==> config.mk <==
export PLATFORM = sky130hd
export DESIGN_NAME = rgb_timing_pattern_gen
export DESIGN_NICKNAME = d
export VERILOG_FILES = /design/src/rtl/video_pkg.sv /design/src/rtl/video_timing_counter.sv /design/src/rtl/rgb_timing_pattern_gen.sv
export SDC_FILE = /design/constraint.sdc
export NUM_CORES = 1
export LEC_CHECK = 0
export CAP_MARGIN = 40
export CORE_MARGIN = 3
export CORE_UTILIZATION = 40
export DETAILED_ROUTE_END_ITERATION = 10
export DONT_BUFFER_PORTS = 1
export HOLD_SLACK_MARGIN = 0.05
export PLACE_DENSITY = 0.54
export REMOVE_ABC_BUFFERS = 1
export SLEW_MARGIN = 20
export SYNTH_ARGS = -nofsm -noshare
export SYNTH_HDL_FRONTEND = slang
export SYNTH_SLANG_ARGS = --single-unit
==> constraint.sdc <==
create_clock -name Sys_Clock -period 4.6 [get_ports Sys_Clock]
set_clock_uncertainty 0.1 [all_clocks]
set_input_delay 0.92 -clock Sys_Clock [delete_from_list [all_inputs] [get_ports Sys_Clock]]
set_output_delay 0.92 -clock Sys_Clock [all_outputs]
set_load 0.05 [all_outputs]
==> src/rtl/video_pkg.sv <==
// rtl/video_pkg.sv - shared pattern mode encodings, colour-bar table and clog2 helper
package video_pkg;

    typedef enum logic [1:0] {
        MODE_SOLID = 2'd0,
        MODE_BARS  = 2'd1,
        MODE_GRAD  = 2'd2,
        MODE_CHECK = 2'd3
    } mode_e;

    // {R,G,B} channel-on mask per bar, left to right across the line
    function automatic logic [2:0] bar_mask(input logic [2:0] idx);
        case (idx)
            3'd0:    return 3'b111;
            3'd1:    return 3'b110;
            3'd2:    return 3'b011;
            3'd3:    return 3'b010;
            3'd4:    return 3'b101;
            3'd5:    return 3'b100;
            3'd6:    return 3'b001;
            default: return 3'b000;
        endcase
    endfunction

    function automatic int clog2(input int n);
        int w;
        w = 1;
        while ((1 << w) < n) w = w + 1;
        return w;
    endfunction

endpackage

==> src/rtl/video_timing_counter.sv <==
// rtl/video_timing_counter.sv - h/v/frame counters with raw DE/HSA/VSA region decode
module video_timing_counter
    import video_pkg::*;
#(
    parameter int H_ACTIVE = 800,
    parameter int H_FP     = 40,
    parameter int H_SYNC   = 128,
    parameter int H_BP     = 88,
    parameter int V_ACTIVE = 600,
    parameter int V_FP     = 1,
    parameter int V_SYNC   = 4,
    parameter int V_BP     = 23,
    parameter int HW       = 10,
    parameter int VW       = 10
) (
    input  logic          clk_i,
    input  logic          rst_ni,
    input  logic          enable_i,
    output logic          run_o,
    output logic [HW-1:0] h_o,
    output logic [VW-1:0] v_o,
    output logic          frame_lsb_o,
    output logic          h_last_o,
    output logic          de_o,
    output logic          hsa_o,
    output logic          vsa_o
);

    localparam int H_TOTAL  = H_ACTIVE + H_FP + H_SYNC + H_BP;
    localparam int V_TOTAL  = V_ACTIVE + V_FP + V_SYNC + V_BP;
    localparam int H_SYNC_S = H_ACTIVE + H_FP;
    localparam int H_SYNC_E = H_SYNC_S + H_SYNC;
    localparam int V_SYNC_S = V_ACTIVE + V_FP;
    localparam int V_SYNC_E = V_SYNC_S + V_SYNC;

    if (H_ACTIVE < 8 || H_FP < 1 || H_SYNC < 1 || H_BP < 1 ||
        V_ACTIVE < 1 || V_FP < 1 || V_SYNC < 1 || V_BP < 1 ||
        HW < clog2(H_TOTAL) || VW < clog2(V_TOTAL)) begin : g_param_check
        $error("video_timing_counter: invalid timing geometry");
    end

    logic          en_q, en_d;
    logic [HW-1:0] h_q, h_d;
    logic [VW-1:0] v_q, v_d;
    logic [7:0]    frame_q, frame_d;
    logic          run, h_last, v_last;

    // One idle cycle after Enable rises so the first running cycle sits at (0,0)
    assign run    = enable_i && en_q;
    assign h_last = (h_q == HW'(H_TOTAL - 1));
    assign v_last = (v_q == VW'(V_TOTAL - 1));

    always_comb begin
        en_d    = enable_i;
        h_d     = h_q;
        v_d     = v_q;
        frame_d = frame_q;
        if (!run) begin
            h_d     = '0;
            v_d     = '0;
            frame_d = '0;
        end else if (h_last) begin
            h_d = '0;
            if (v_last) begin
                v_d     = '0;
                frame_d = frame_q + 8'd1;
            end else begin
                v_d = v_q + 1'b1;
            end
        end else begin
            h_d = h_q + 1'b1;
        end
    end

    always_ff @(posedge clk_i or negedge rst_ni) begin
        if (!rst_ni) begin
            en_q    <= 1'b0;
            h_q     <= '0;
            v_q     <= '0;
            frame_q <= '0;
        end else begin
            en_q    <= en_d;
            h_q     <= h_d;
            v_q     <= v_d;
            frame_q <= frame_d;
        end
    end

    assign run_o       = run;
    assign h_o         = h_q;
    assign v_o         = v_q;
    assign frame_lsb_o = frame_q[0];
    assign h_last_o    = h_last;
    assign de_o        = (h_q < HW'(H_ACTIVE)) && (v_q < VW'(V_ACTIVE));
    assign hsa_o       = (h_q >= HW'(H_SYNC_S)) && (h_q < HW'(H_SYNC_E));
    assign vsa_o       = (v_q >= VW'(V_SYNC_S)) && (v_q < VW'(V_SYNC_E));

endmodule

==> src/rtl/rgb_timing_pattern_gen.sv <==
// rtl/rgb_timing_pattern_gen.sv - parametrised VSA/HSA/DE timing source with test-pattern RGB
module rgb_timing_pattern_gen
    import video_pkg::*;
#(
    parameter int H_ACTIVE    = 800,
    parameter int H_FP        = 40,
    parameter int H_SYNC      = 128,
    parameter int H_BP        = 88,
    parameter int V_ACTIVE    = 600,
    parameter int V_FP        = 1,
    parameter int V_SYNC      = 4,
    parameter int V_BP        = 23,
    parameter int SYNC_POL    = 0,
    parameter int DATA_W      = 8,
    parameter int CHECK_SHIFT = 5,
    localparam int H_TOTAL    = H_ACTIVE + H_FP + H_SYNC + H_BP,
    localparam int V_TOTAL    = V_ACTIVE + V_FP + V_SYNC + V_BP,
    localparam int HW         = clog2(H_TOTAL),
    localparam int VW         = clog2(V_TOTAL)
) (
    input  logic                  Sys_Clock,
    input  logic                  Reset_IN,
    input  logic                  Enable,
    input  logic [1:0]            Mode,
    input  logic [3*DATA_W-1:0]   Solid_RGB,
    output logic                  VSA,
    output logic                  HSA,
    output logic                  DE,
    output logic [DATA_W-1:0]     R,
    output logic [DATA_W-1:0]     G,
    output logic [DATA_W-1:0]     B,
    output logic [HW-1:0]         Pixel_Cnt,
    output logic [VW-1:0]         Line_Cnt,
    output logic                  Frame_Start
);

    localparam int   BAR_W     = H_ACTIVE / 8;
    localparam int   BW        = clog2(BAR_W);
    localparam logic SYNC_IDLE = (SYNC_POL == 0);

    logic          run, h_last, frame_lsb, de_raw, hsa_raw, vsa_raw;
    logic [HW-1:0] h;
    logic [VW-1:0] v;

    video_timing_counter #(
        .H_ACTIVE (H_ACTIVE),
        .H_FP     (H_FP),
        .H_SYNC   (H_SYNC),
        .H_BP     (H_BP),
        .V_ACTIVE (V_ACTIVE),
        .V_FP     (V_FP),
        .V_SYNC   (V_SYNC),
        .V_BP     (V_BP),
        .HW       (HW),
        .VW       (VW)
    ) u_counter (
        .clk_i       (Sys_Clock),
        .rst_ni      (Reset_IN),
        .enable_i    (Enable),
        .run_o       (run),
        .h_o         (h),
        .v_o         (v),
        .frame_lsb_o (frame_lsb),
        .h_last_o    (h_last),
        .de_o        (de_raw),
        .hsa_o       (hsa_raw),
        .vsa_o       (vsa_raw)
    );

    logic                frame_first, chk;
    mode_e               mode_q, mode_d;
    logic [3*DATA_W-1:0] solid_q, solid_d, rgb, rgb_q, rgb_d;
    logic [2:0]          bar_idx_q, bar_idx_d, mask;
    logic [BW-1:0]       bar_pix_q, bar_pix_d;
    logic                de_q, de_d, hsa_q, hsa_d, vsa_q, vsa_d, fs_q, fs_d;
    logic [HW-1:0]       pix_q, pix_d;
    logic [VW-1:0]       line_q, line_d;

    assign frame_first = run && (h == '0) && (v == '0);

    // Live inputs drive the first pixel; the latched copy holds for the rest of the frame
    always_comb begin
        mode_d  = frame_first ? mode_e'(Mode) : mode_q;
        solid_d = frame_first ? Solid_RGB : solid_q;
    end

    // Bar index tracks h without a divider; saturation at 7 blacks out any remainder pixels
    always_comb begin
        bar_idx_d = bar_idx_q;
        bar_pix_d = bar_pix_q;
        if (!run || h_last) begin
            bar_idx_d = '0;
            bar_pix_d = '0;
        end else if (bar_pix_q == BW'(BAR_W - 1)) begin
            bar_pix_d = '0;
            if (bar_idx_q != 3'd7) bar_idx_d = bar_idx_q + 3'd1;
        end else begin
            bar_pix_d = bar_pix_q + 1'b1;
        end
    end

    always_comb begin
        mask = bar_mask(bar_idx_q);
        chk  = 1'(h >> CHECK_SHIFT) ^ 1'(v >> CHECK_SHIFT) ^ frame_lsb;
        rgb  = '0;
        if (de_raw) begin
            case (mode_d)
                MODE_SOLID: rgb = solid_d;
                MODE_BARS:  rgb = {{DATA_W{mask[2]}}, {DATA_W{mask[1]}}, {DATA_W{mask[0]}}};
                MODE_GRAD:  rgb = {3{DATA_W'(h)}};
                MODE_CHECK: rgb = {(3*DATA_W){chk}};
                default:    rgb = '0;
            endcase
        end
    end

    always_comb begin
        de_d   = run && de_raw;
        hsa_d  = run ? (hsa_raw ^ SYNC_IDLE) : SYNC_IDLE;
        vsa_d  = run ? (vsa_raw ^ SYNC_IDLE) : SYNC_IDLE;
        rgb_d  = run ? rgb : '0;
        pix_d  = run ? h : '0;
        line_d = run ? v : '0;
        fs_d   = frame_first;
    end

    always_ff @(posedge Sys_Clock or negedge Reset_IN) begin
        if (!Reset_IN) begin
            mode_q    <= MODE_SOLID;
            solid_q   <= '0;
            bar_idx_q <= '0;
            bar_pix_q <= '0;
            de_q      <= 1'b0;
            hsa_q     <= SYNC_IDLE;
            vsa_q     <= SYNC_IDLE;
            rgb_q     <= '0;
            pix_q     <= '0;
            line_q    <= '0;
            fs_q      <= 1'b0;
        end else begin
            mode_q    <= mode_d;
            solid_q   <= solid_d;
            bar_idx_q <= bar_idx_d;
            bar_pix_q <= bar_pix_d;
            de_q      <= de_d;
            hsa_q     <= hsa_d;
            vsa_q     <= vsa_d;
            rgb_q     <= rgb_d;
            pix_q     <= pix_d;
            line_q    <= line_d;
            fs_q      <= fs_d;
        end
    end

    assign DE          = de_q;
    assign HSA         = hsa_q;
    assign VSA         = vsa_q;
    assign R           = rgb_q[3*DATA_W-1:2*DATA_W];
    assign G           = rgb_q[2*DATA_W-1:DATA_W];
    assign B           = rgb_q[DATA_W-1:0];
    assign Pixel_Cnt   = pix_q;
    assign Line_Cnt    = line_q;
    assign Frame_Start = fs_q;

endmodule

# Word-level counts from Yosys, hierarchy flattened
# Cells that the tools add are included.
[totals]
regBits = 115
latch_bits = 0
mem_bits_rw = 0
mem_bits_ro = 0
inputBits = 29
output_inout_bits = 49
wordCells = 85
n_memories = 0
[classes]
n_addsub = 5
multipliers = 0
div_mod_pow = 0
order_cmp = 6
n_eq_ne = 15
shifts = 0
n_mux = 23
bitwise = 4
reduce_logical = 17
[ops]
columns = ["op", "count"]
rows = [
  ["case mux 24 bit (4 select lines)", 1],
  ["two-way mux 24 bit", 3],
  ["two-way mux 10 bit", 4],
  ["two-way mux 11 bit", 3],
  ["two-way mux 8 bit", 3],
  ["less-than comparator 11 x 10 -> 1 bit, second input constant", 2],
  ["case mux 3 bit (7 select lines)", 1],
  ["less-than comparator 10 bit, second input constant", 2],
  ["two-way mux 7 bit", 2],
  ["adder 11 x 1 -> 11 bit, second input constant", 1],
  ["equality test 11 bit, second input constant", 1],
  ["greater-or-equal comparator 11 x 10 -> 1 bit, second input constant", 1],
  ["zero test 11 bit", 1],
  ["adder 10 x 1 -> 10 bit, second input constant", 1],
  ["equality test 10 bit, second input constant", 1],
  ["greater-or-equal comparator 10 bit, second input constant", 1],
  ["zero test 10 bit", 1],
  ["equality test 3 bit, second input constant", 3],
  ["two-way mux 3 bit", 3],
  ["adder 8 x 1 -> 8 bit, second input constant", 1],
  ["adder 7 x 1 -> 7 bit, second input constant", 1],
  ["equality test 7 bit, second input constant", 1],
  ["logical AND 1 bit", 7],
  ["equality test 3 x 2 -> 1 bit, second input constant", 2],
  ["other kinds (16)", 23],
]

# Longest topological paths before layout
# Gate-level depths: netlist of run 1.
[depth]
word_depth = 8
depth_mapped = 10
mapped_depth_nobuf = 7

# Modules after synthesis
# From an unflattened synthesis of run 1, not the netlist that was laid out.
[unflattened]
hier_cells = 534
hier_area_um2 = 5154.9
[modules_own_cells]
columns = ["mod", "instances", "cells_each", "area_per_inst_um2", "seq_area_each_um2"]
rows = [
  ["rgb_timing_pattern_gen", 1, 394, 3868.7, 2129.5],
  ["video_timing_counter", 1, 140, 1286.2, 575.6],
]

# Worst setup path before layout of run 1
# Ideal clock, no wire load.
[synth_timing]
path_type = "flip-flop to flip-flop"
from = "register u_counter.v_q[0] (netlist: u_counter.v_o[0])"
to = "register rgb_q[15]"
setup_time_ns = 0.152
arrival_time_ns = 2.321
t_required_ns = 4.348
path_slack_ns = 2.028
path_stages_with_launch = 10
n_path_buf = 2
synth_period_minus_slack_ns = 2.572
path_cell_list = "dfrtp_1 > inv_1 > ha_1 > or4b_4 > or4_4 > or2_1 > clkbuf_1 > clkbuf_1 > nor3_1 > a2111oi_1"
[synth_via]
elab_chain_len = 7
word_cells_on_any_way = 13
classes_between = "order compare: 1; eq/ne: 3; mux: 5; reduce/logical: 4"
[synth_rtl]
columns = ["element", "line_no", "source"]
rows = [
  ["start, declared", "video_timing_counter.sv:44", "logic [VW-1:0] v_q, v_d;"],
  ["start signal, assigned", "video_timing_counter.sv:84", "v_q <= v_d;"],
  ["zero test 10 bit", "rgb_timing_pattern_gen.sv:79", "assign frame_first = run && (h == '0) && (v == '0);"],
  ["logical AND 1 bit", "rgb_timing_pattern_gen.sv:79", ""],
  ["two-way mux 2 bit", "rgb_timing_pattern_gen.sv:83", "mode_d = frame_first ? mode_e'(Mode) : mode_q;"],
  ["equality test 2 bit (tied with other cells)", "rgb_timing_pattern_gen.sv:107", "case (mode_d)"],
  ["case mux 24 bit (4 select lines)", "rgb_timing_pattern_gen.sv:107", ""],
  ["two-way mux 24 bit *", "rgb_timing_pattern_gen.sv:106", "if (de_raw) begin"],
  ["two-way mux 24 bit *", "rgb_timing_pattern_gen.sv:121", "rgb_d = run ? rgb : '0;"],
  ["named net rgb_d[15]", "rgb_timing_pattern_gen.sv:72", "logic [3*DATA_W-1:0] solid_q, solid_d, rgb, rgb_q, rgb_d;"],
  ["end signal, assigned", "rgb_timing_pattern_gen.sv:148", "rgb_q <= rgb_d;"],
  ["end, declared", "rgb_timing_pattern_gen.sv:72", ""],
]
# The timed path passes the listed nets; every way through them passes the cells marked *.
# A chain may end at the register's enable or synchronous reset.

# Final worst setup path of run 1
[layout_timing]
from = "register u_counter.v_q[0] (netlist: u_counter.v_o[0])"
to = "register rgb_q[17]"
# The elaborated chain is that of the path after synthesis.

==> summary by stage, run 1 <==
Timing
The setup total negative slack is 0 ns. The tightest hold margin is between 0.15 and 0.2 ns. For the pin with the worst max-slew slack, the measured transition is 0.831 ns. In this run the tightest slew margin relative to its limit is about 45%. For this run, the top clock speed supported by timing is ~320 MHz. After layout, the minimum clock period comes to 3.16 ns. Dividing the final minimum period by the clock period gives between 60% and 70%. Setup violations remaining at the end of the flow were counted as 0.

Setup repair after global routing left no endpoint under its margin. The final hold violation count is 0. The number of pins exceeding their max-slew limit in the final report came to 0.

Clocking
In this run, CTS created clock tree buffers numbering 9. The number of hold buffers added after cts is 0. The buffer depth of the longest clock path is 2. The clock reaches the later pin of the worst-skew pair after between 0.3 and 0.4 ns.

The H-tree was split into 3 levels. After clock tree synthesis, the clock-pin slew on the worst setup and hold paths is roughly 0.070 ns. The number of setup buffers added after CTS is 0.

The clock root buffer is clkbuf_16. The total number of clock tree sinks is roughly 110. The CTS tree is built. The number of cells upsized or downsized after cts is 0.

Yosys
Counting flops with an async set or reset pin after synthesis yields a share of 100%. The count of cell types in the netlist is 52. Ranked by total cell area, the synthesized netlist is headed by dfrtp_1 (53%), nand2_1 (7.0%), nor3_1 (5.4%), a2111oi_1 (4.6%), ha_1 (3.3%). The number of synthesized flops with an enable pin is 0. The leading cell type by number of instances after synthesis is dfrtp_1. In the synthesized netlist, the cells that appear most often are dfrtp_1 (106), nand2_1 (93), nor3_1 (54), nor2_1 (38), a2111oi_1 (23). The post-synthesis sequential element count is 108. The commonest register cell after synthesis is dfrtp_1. The Yosys step of the flow raised 0 warnings. Averaged over all synthesized cells, the footprint is 9.96 um2.

The netlist area before placement is between 4000 and 5000 um2. In this run the biggest area consumer among cell types represents 53.2% of the synthesized area. Summed over all instances, the cell type with the most area after synthesis is dfrtp_1. After technology mapping, the gate count stands at 500. The register area share after synthesis is 54.3%.

Floorplanning
The initialized floorplan defines 40 standard-cell rows. The width of the chip is roughly 120 um. The initial cell density of the core is about two fifths. The core region area is about 12000 um2. The floorplan step defined a die boundary enclosing between 10000 and 15000 um2. 78 I/O pins were placed. From bottom edge to top edge, the die measures 118 um.

Setup path
The worst setup path is launched from a register. Walking the worst path, the cells encountered are inv_1 -> ha_1 -> or4b_4 -> or4_4 -> nor2_8 -> mux2i_2 -> a2111oi_1. The data required time at the worst endpoint is 4.68 ns.

STA classifies the critical path endpoint as a register. The setup check on the worst reg-to-reg path leaves a slack of roughly 1.4 ns. The worst setup path is of the register to register kind. The beginning of the worst register-to-register path is u_counter.v_o[0].

The slowest cell on the critical path is mux2i_2. In this run the worst path has a maximum fanout of 28. The critical path's largest stage delay is ~0.67 ns. In this run the worst setup path begins at u_counter.v_o[0].

For the worst setup path, the data arrival time is 3.24 ns.

Routing
The wire length reported by the detailed router is 11.4 mm. For this run, design rule violations remaining after detail routing come to 0. The starting DRC count in detailed routing is 287.

Before antenna repair, the detailed router went through 5 iterations. Summing over every cut layer, the via total after detailed routing is 3531. The routed wire length per instance is roughly 17 um. The detailed-route vias per instance is around 5.4. In this run the remaining antenna-violating nets after routing total 0.

Final layout
From synthesis to final layout, the design area changed by 8.21%. The fill cell total of the finished layout is 1191. The number of nets in the finished design is ~530. The repair_antennas step left the layout with diodes totalling 0.

Of the cells placed in the final design, the portion with a size suffix greater than 1 is approximately 6.6%.

Flow run
The tool flagged a number of max-cap violations equal to 0.

GRT
The overflow left after global routing is 0. Entering global routing, the biggest net connects about 110 pins. The number of antenna violations at the first check in global routing came to 0. The total global-route track usage is approximately 17%.

The number of global-route vias before repair is between 3000 and 4000. The first global-routing pass estimated about 19 mm of wire.

Place
The last weighted congestion value of the routability-driven placer is around 0.84. The count of input and output buffers is 0. The HPWL after detailed placement is 7.39 mm.

Pwr
The analysis attributes to cell leakage a power of 2.43 nW. The worst-case IR drop observed on VDD is 167 uV. The power density normalized to cell area is roughly 390 nW/um2.

Min path
The type of the worst min-delay path is primary input to async pin.

Run status
The run finished with clean final reports.
[cell families after synthesis]
group	share of synthesized area (%)
buffers and inverters	3.59
AND/OR/NAND/NOR	24.9
multiplexers	1.26
adder cells (fa/ha/maj)	3.26
flip-flops	54.3
AO/OA/AOI/OAI	9.27
XOR/XNOR	3.47
[metrics by stage]
step           setup slack [ns]  area [um2]  power, mW  util (%)  instances
2_1_floorplan              1.67        4840       1.26         -        469
6_report                   1.44        5390       2.10      44.5        656
4_1_cts                    1.43        5390       2.13      44.5        656
3_5_place_dp               1.41        5080       1.31      41.9        640
3_3_place_gp               1.45        5080       1.31      41.9        640
5_1_grt                    1.25        5390       2.21      44.5        656
[worst max-delay path, delay by kind of cell, from the launching register on]
family,cells,cell delay (ns)
AO/OA/AOI/OAI,1,0.20
flip-flops,1,0.41
AND/OR/NAND/NOR,3,1.32
adder cells (fa/ha/maj),1,0.15
multiplexers,1,0.67
buffers and inverters,1,0.14
[routing by layer]
layer | vias to the layer above | track usage [%] | share of wire, %
met3 | 12 | 3.60 | 4.8
li1 | 1712 | - | -
met5 | - | 0 | 0
met1 | 1718 | 24.2 | 47
met4 | 0 | 6.89 | 1.7
met2 | 89 | 25.8 | 46
[sequential cells by signal, indices dropped and copies added, names as in the netlist]
signal and flops:
rgb_q 24, u_counter.h_o 11, Line_Cnt 10, VSA 1
solid_q 24, Frame_Start 1, HSA 1, bar_idx_q 3
bar_pix_q 7, u_counter.frame_q 1, u_counter.en_q 1, mode_q 2
u_counter.v_o 10, Pixel_Cnt 11, DE 1
[power breakdown]
part | total [mW] | switching (mW) | internal (mW) | leakage, nW
clock | 0.805 | 0.338 | 0.467 | 0.156
combinational | 0.176 | 0.117 | 0.0585 | 0.832
sequential | 1.12 | 0.112 | 1.01 | 1.44
total | 2.10 | 0.568 | 1.54 | 2.43
[layout make-up]
type,count,area [um2],share of cell area (%)
timing repair buffer,3,22.5,0.418
clock buffer,13,270,5.01
tap,168,210,3.90
clock inverter,3,43.8,0.812
multi-input combinational,350,2100,38.9
inverter,11,41.3,0.766
sequential,108,2710,50.2
[path summary, 6_finish.rpt]
check                                to  depth (start not counted)
max                           rgb_q[17]                          7
min                         solid_q[15]                          0
max reg2reg                   rgb_q[17]                          7
min reg2reg                bar_pix_q[0]                          1
max in group asynchronous           VSA                          0
min in group Sys_Clock     bar_pix_q[0]                          1
[cells in the final DEF, fill, tap and decap left out, types with 3 or more instances in the layout]
| cell | count |
|---|---|
| o21ai_1 | 6 |
| nor3_1 | 54 |
| xor2_1 | 8 |
| mux2i_2 | 3 |
| nand3_1 | 18 |
| ha_1 | 13 |
| and3_1 | 22 |
| a2111oi_1 | 23 |
| nor2_1 | 38 |
| inv_1 | 11 |
| xnor2_1 | 9 |
| buf_4 | 3 |
| o21ai_0 | 15 |
| clkbuf_16 | 9 |
| o31ai_1 | 4 |
| nand2_1 | 93 |
| a21oi_1 | 3 |
| and2_1 | 3 |
| dfrtp_1 | 106 |
| clkbuf_8 | 3 |
Note: power is estimated with default switching activity, not from simulation.
==> inputs of run 2 (changes only) <==
Settings changed: ABC_AREA set to 1, PLACE_DENSITY 0.54 to 0.56.
Clock period 4.6 ns to 2.8 ns, I/O delays scaled along.
==> summary by stage, run 2 <==
Routing
The starting DRC count in detailed routing is 365 (+27%). The number of vias after detailed routing is 4221 (+20%). The number of remaining DRC errors is 0 (unchanged). The residual antenna-violating net count after detailed routing came to 0 (unchanged).

The detailed-route vias per instance came to 4.81 (-11%). The detailed-routing iteration count for the pre-antenna-repair pass is 7 (+2). The routed wire length per instance is 14.6 um (-16%). The wire length reported by the detailed router came to 12.8 mm (+13%).

Floorplanning
The number of rows in the core area is 42 (+5.0%). The core region area is 13400 um2 (+11%). The initial cell density of the core is 41.3% (+0.21 points). The full die area is 15300 um2 (+11%). The floorplan die height came to 124 um (+5.2%). The width of the chip is 124 um (+5.2%). The number of placed I/O pins is 78 (unchanged).

Yosys
The commonest register cell after synthesis is dfrtp_1. The gate count of the mapped netlist came to 697 (+39%). The Yosys warning count is 0 (unchanged). The number of synthesized flops with an enable pin was 0 (unchanged).

The synthesized area divided by synthesized cell count is 7.95 um2 (-20%). The leading cell type by number of instances after synthesis is inv_1. The biggest area consumer among synthesized cells is dfrtp_1. The count of cell types in the netlist is 34 (-35%). The netlist area before placement is 5540 um2 (+11%). The share of async-settable or async-resettable flops after synthesis is 100% (unchanged). Counting instances in the post-synthesis netlist gives the leading cell types as inv_1 (142), nand2_1 (140), dfrtp_1 (106), nand3_1 (72), nor2_1 (59). Yosys attributes the largest share of cell area to dfrtp_1 (48%), inv_1 (9.6%), nand2_1 (9.5%), nand3_1 (6.5%), nor2_1 (4.0%). The fraction of post-synthesis cell area in the top cell type by area is 47.9% (-5.4 points). The post-synthesis sequential element count is 108 (unchanged). The register area share after synthesis was 48.8% (-5.5 points).

Timing
The post-route minimum period is 2.52 ns (-0.640 ns). The worst-margin pin slew is 0.542 ns (-0.289 ns). The final critical-path share of the clock period is 90.0% (+21 points).

Setup repair after global routing left no endpoint under its margin. The count of final setup violators is 0 (unchanged). The highest achievable clock rate is 397 MHz (+25%). The number of pins exceeding their max-slew limit in the final report is 0 (unchanged). The setup total negative slack is 0 ns (unchanged). The final hold violation count is 108 (+108). The tightest hold margin was -0.204 ns (-0.357 ns). The worst max-slew margin expressed relative to the limit is 63.5% (+19 points).

Pwr
The total power is 3.90 mW (+86%). The power density normalized to cell area was 646 nW/um2 (+66%). The maximum vdd ir drop is 306 uV (+84%). The leakage power summed over all cells is 3.31 nW (+36%).

Final layout
The fraction of final layout cells sized beyond drive strength 1 is 8.70% (+2.1 points). The fill cell total of the finished layout is 1332 (+12%). The most common cell after layout, fill and taps aside is inv_1. The number of antenna repair diodes is 0 (unchanged).

The count of placed standard cells in the final layout, fillers left out came to 877 (+34%). In the final layout, the registers with the most flip-flops are rgb_q (24), solid_q (24). The area added between synthesis and finish is 9.03%.

The top cell types in the final layout, fill and taps aside, are inv_1 (142), nand2_1 (140), dfrtp_1 (106), nand3_1 (72), nor2_1 (59). The number of nets in the finished design is 738 (+41%).

Place
The total placed cells including tap cells was 861 (+35%). The last weighted congestion value of the routability-driven placer is 0.843 (+0.38%). The count of input and output buffers is 0 (unchanged). The HPWL after detailed placement is 8.85 mm (+20%).

GRT
The first-pass GRT wire length is 21.2 mm (+12%). The number of global-route vias before repair was 4170 (+21%). The number of antenna violations at the first check in global routing is 0 (unchanged). The total global-route track usage is 17.8% (+0.65 points).

The overflow left after global routing is 0 (unchanged). The largest net degree at the start of global routing is 109 (unchanged).

Setup path
The data required time at the worst endpoint is 2.95 ns (-1.73 ns). The type of the worst setup path is register to register. The kind of end point of the critical path is a register.

The highest net fanout along the worst path was 24 (-14%). The startpoint type of the worst setup path is a register. In this run the critical register-to-register path is launched from u_counter.h_o[0].

The count of cells along the worst register-to-register path was 15 (+8). The flop-to-flop setup slack is 0.28 ns (-1.16 ns). The worst register-to-register path ends at rgb_q[3]. The worst endpoint data arrival time is 2.67 ns (-0.57 ns).

Run status
The final reports fail on hold timing. The run finished, with violations left.

Clocking
The insertion delay of the later-clocked pin in the worst-skew pair is 0.36 ns (about the same). TritonCTS built the clock tree. The clock transition time at the flip-flop clock pins of the worst setup and hold paths came to 0.08 ns (about the same). The total number of clock tree sinks is 108 (unchanged).

The buffer depth of the longest clock path came to 2 (unchanged). The H-tree level count was 3 (unchanged). The number of CTS-inserted buffers is 9 (unchanged). The clock root buffer is clkbuf_16.

Flow run
The number of violations of the max-capacitance limit is 0 (unchanged).

Min path
The type of the worst min-delay path is primary input to async pin.
-- run 2: cell types whose count changed in the layout (fill, tap and decap cells not counted), moves of 21 or more --
cell and change:
and3_1 -22, clkinv_1 +24, nand3_1 +54, nand4_1 +26, nor3_1 -44, nand2_1 +47, a2111oi_1 -23, inv_1 +131
nor2_1 +21
-- run 2: worst max-delay path by stage --
| stage | endpoint | slack, ns | start |
|---|---|---|---|
| finish | rgb_q[3] | 0.28 | u_counter.h_o[0] |
| global route | rgb_q[5] | 0.02 | u_counter.h_o[0] |
| CTS | rgb_q[16] | 0.27 | u_counter.h_o[0] |
| floorplan | rgb_q[0] | 0.1 | Enable |
| detailed placement | rgb_q[15] | 0.28 | u_counter.h_o[0] |
| global placement | rgb_q[16] | 0.28 | u_counter.h_o[0] |
-- run 2: repair_timing --
| item | CTS | global route |
|---|---|---|
| resized for setup | 0 | 0 |
| hold endpoints to repair | 108 | 108 |
| setup buffers | 0 | 0 |
-- run 2: cell type report --
| class | count | area [um2] | share of cell area (%) |
|---|---|---|---|
| well taps | 176 | 220 | 3.65 |
| flip-flops and latches | 108 | 2710 | 44.8 |
| clock buffers | 10 | 239 | 3.96 |
| clock inverters | 6 | 87.6 | 1.45 |
| repair buffers | 11 | 95.1 | 1.57 |
| inverters | 172 | 646 | 10.7 |
| multi-input cells | 394 | 2050 | 33.9 |
-- run 2: critical path, cell delays in order (launching register included) --
cell and delay, ns:
dfrtp_1 0.45, inv_1 0.12, ha_1 0.17, inv_1 0.05
nor2_1 0.07, nand2_1 0.09, nor2_4 0.18, buf_4 0.28
nand4_1 0.14, nand2_2 0.11, buf_4 0.28, nand3_1 0.11
nand2_1 0.08, clkinv_1 0.06, nand2_1 0.08, inv_1 0.04
-- run 2: per-layer routing --
metal | track usage [%] | vias to the layer above | wire length, um
met5 | 0 | - | 0
met2 | 26.9 | 97 | 5960
met1 | 25.2 | 1989 | 6040
met3 | 4.13 | 13 | 689
met4 | 5.88 | 0 | 159
li1 | - | 2122 | -
-- run 2: power breakdown --
part           switching, mW  internal, mW  leakage, nW
Clock                  0.582         0.807        0.151
Sequential             0.194          1.69         1.40
Combinational          0.427         0.206         1.76
-- run 2: cell families after synthesis --
logic type	after synthesis	share of synthesized area [%]
fa+ha+maj	13	2.94
xor+xnor	9	1.42
flops	108	48.8
compound gates	34	3.34
simple gates	338	29.3
buf+inv	195	14.2
-- run 2: stage by stage --
stage | area, um2 | utilization (%) | setup slack [ns] | hold WS [ns]
after detailed placement | 5710 | 42.6 | 0.283 | 0.168
after CTS | 6040 | 45.1 | 0.274 | -0.217
after global routing | 6040 | 45.1 | 0.0246 | -0.223
final | 6040 | 45.1 | 0.280 | -0.204
after floorplan | 5400 | - | 0.0996 | 0.164
after global placement | 5710 | 42.6 | 0.276 | 0.167
==> inputs of run 3 (changes only) <==
Settings changed: PLACE_DENSITY 0.56 to 0.54.
Clock period 2.8 ns to 2.96 ns, I/O delays scaled along.
==> summary by stage, run 3 (synthesis results as in run 2) <==
Run status
The run finished, with violations left. The checks that failed: hold timing.

Setup path
The count of cells along the worst register-to-register path is 11 (-4). The beginning of the worst register-to-register path is u_counter.v_o[0]. The most frequent cell on the critical path is nand2_1.

The critical path depth was 11 (-4). The startpoint type of the worst setup path is a register. The data required time at the worst endpoint was 3.11 ns (+0.16 ns). The signal on the critical path passes through inv_1 -> ha_1 -> nand3_1 -> nor2_8 -> nand3_4 -> nand2_1 -> nand2_2 -> nand2_1 -> nand3_1 -> nand2_1 -> inv_1.

The worst endpoint data arrival time was 2.67 ns (about the same). The type of the worst setup path is register to register. The worst register-to-register path ends at rgb_q[0].

The highest net fanout along the worst path is 19 (-21%). In this design, the largest share of critical-path delay is due to simple AND/OR/NAND/NOR gates. STA classifies the critical path endpoint as a register. The critical path's largest stage delay is 0.42 ns (-0.03 ns). The total buffers and inverters traversed by the critical path is 2 (-4). The flop-to-flop setup slack was 0.44 ns (+0.16 ns). The slowest cell on the critical path is dfrtp_1.

Final layout
The register area is 2710 um2 (unchanged). The fraction of final layout cells sized beyond drive strength 1 is 8.26% (-0.44 points). The number of nets in the finished design is 739 (+0.14%). The post-route standard cell area excluding fillers came to 6020 um2 (-0.35%). The count of placed standard cells in the final layout, fillers left out is 878 (+0.11%).

The library cell used most frequently in the layout, excluding fill and tap cells, is inv_1. Relative to the synthesized area, the layout overhead comes to 8.65%. The post-layout utilization of the core is 44.9% (-0.16 points). The fill cell total of the finished layout came to 1379 (+3.5%). In the layout the commonest cells are inv_1 (142), nand2_1 (140), dfrtp_1 (106), nand3_1 (72), nor2_1 (59). The number of antenna repair diodes is 0 (unchanged).

The multi-input gate area in the final layout is 2050 um2 (unchanged). The largest registers in the layout are rgb_q (24), solid_q (24).

Pwr
The share of power burned in combinational logic is 16.2% (about the same). The switching portion of total power is 30.8% (about the same). The leakage power summed over all cells came to 3.31 nW (about the same). The total power is 3.61 mW (-7.5%). The power density normalized to cell area was 600 nW/um2 (-7.2%). The maximum vdd ir drop is 269 uV (-12%).

The part of the power in registers was 49.5% (+1.3 points). The cell-internal power is 2.50 mW (-7.5%). The share of power burned in the clock network was 34.4% (-1.2 points). The power dissipated by switching net loads is 1.11 mW (-7.5%).

Place
The post-placement worst setup slack is 0.428 ns (+0.145 ns). The standard cell area after detailed placement is 5720 um2 (+0.13%). The count of input and output buffers is 0 (unchanged). The last weighted congestion value of the routability-driven placer is 0.823 (-2.4%). The HPWL after detailed placement is 9.12 mm (+3.0%). The total placed cells including tap cells is 862 (+0.12%).

Routing
The wire length reported by the detailed router is 12.8 mm (-0.25%). The routed wire length per instance is 14.6 um (-0.36%). The number of remaining DRC errors came to 0 (unchanged). The residual antenna-violating net count after detailed routing is 0 (unchanged).

The detailed-routing iteration count for the pre-antenna-repair pass was 4 (-3). The starting DRC count in detailed routing is 256 (-30%). The detailed-route vias per instance came to 4.84 (+0.57%).

The number of vias after detailed routing is 4250 (+0.69%).

Clocking
The CTS tree is built. The number of CTS-inserted buffers is 9 (unchanged). The clock transition time at the flip-flop clock pins of the worst setup and hold paths was 0.07 ns (about the same). The total number of clock tree sinks is 108 (unchanged). The H-tree level count is 3 (unchanged).

The insertion delay of the later-clocked pin in the worst-skew pair is 0.36 ns (about the same). In this run the clock root is driven by a clkbuf_16. The buffer depth of the longest clock path is 2 (unchanged). The number of setup buffers added after CTS came to 0 (unchanged). The number of cells upsized or downsized after cts came to 0 (unchanged).

Timing
The count of final setup violators was 0 (unchanged). The tightest hold margin was -0.178 ns (+0.0259 ns). The setup total negative slack is 0 ns (unchanged). The final critical-path share of the clock period is 85.2% (-4.8 points). The final hold violation count came to 108 (unchanged). The worst max-slew margin expressed relative to the limit is 66.2% (+2.6 points). The final setup slack of the worst path came to 0.438 ns (+0.158 ns). The worst-margin pin slew is 0.508 ns (-0.0342 ns).

Setup repair after global routing left no endpoint under its margin. The number of pins exceeding their max-slew limit in the final report is 0 (unchanged). The highest achievable clock rate is 396 MHz (about the same). The post-route minimum period came to 2.52 ns (+0.00219 ns).

Flow run
The number of violations of the max-capacitance limit was 0 (unchanged).

GRT
The overflow left after global routing is 0 (unchanged). The number of global-route vias before repair was 4128 (-1.0%). The first-pass GRT wire length is 21.0 mm (-0.68%). The number of antenna violations at the first check in global routing is 0 (unchanged). The total global-route track usage is 17.8% (+0.037 points).

The largest net degree at the start of global routing is 109 (unchanged).

Floorplanning
The initial cell density of the core came to 41.3% (unchanged). The number of placed I/O pins was 78 (unchanged). The core region area was 13400 um2 (unchanged). The full die area came to 15300 um2 (unchanged). The width of the chip is 124 um (unchanged).

The number of rows in the core area is 42 (unchanged). The floorplan die height is 124 um (unchanged).

Min path
The type of the worst min-delay path is primary input to async pin.
run 3: changes by cell type in the layout (fill, tap and decap cells not counted), sizes merged:
cell,change
buf,+1
clkbuf,+5
clkinvlp,-3
bufinv,-1
clkinv,-1
run 3: how the worst max path moves through the flow:
stage                          start       end  slack (ns)
floorplan                     Enable  rgb_q[0]        0.23
global placement    u_counter.v_o[0]  rgb_q[0]        0.46
detailed placement  u_counter.v_o[0]  rgb_q[0]        0.43
CTS                 u_counter.v_o[0]  rgb_q[0]        0.42
global route        u_counter.v_o[0]  rgb_q[0]        0.19
finish              u_counter.v_o[0]  rgb_q[0]        0.44
run 3: layer usage:
layer	up-vias	track usage (%)	part of all wire (%)	routed length (um)
li1	2121	-	-	-
met1	1992	24.4	45	5830
met2	110	26.7	45	5750
met3	27	4.04	6.1	779
met4	0	8.58	3.5	454
met5	-	0	0	0
run 3: power groups by stage:
stage                     combinational, mW  clock (mW)  sequential, mW
after global placement                0.581           0            1.82
after CTS                             0.592        1.27            1.79
after global routing                  0.681        1.32            1.80
final                                 0.583        1.24            1.79
after detailed placement              0.587           0            1.82
after floorplan                       0.433           0            1.80
run 3: final cells by class:
cell class              instances  area share [%]
flip-flops and latches        108            44.9
multi-input cells             394            34.0
inverters                     172            10.7
clock buffers                  15            4.45
well taps                     176            3.66
repair buffers                 12            1.70
clock inverters                 1           0.499
run 3: worst register-to-register path, delay by kind of cell, from the launching register on:
family / cells / cell delay (ns)
buffers and inverters: 2 / 0.21
AND/OR/NAND/NOR: 8 / 1.48
adder cells (fa/ha/maj): 1 / 0.22
flip-flops: 1 / 0.42
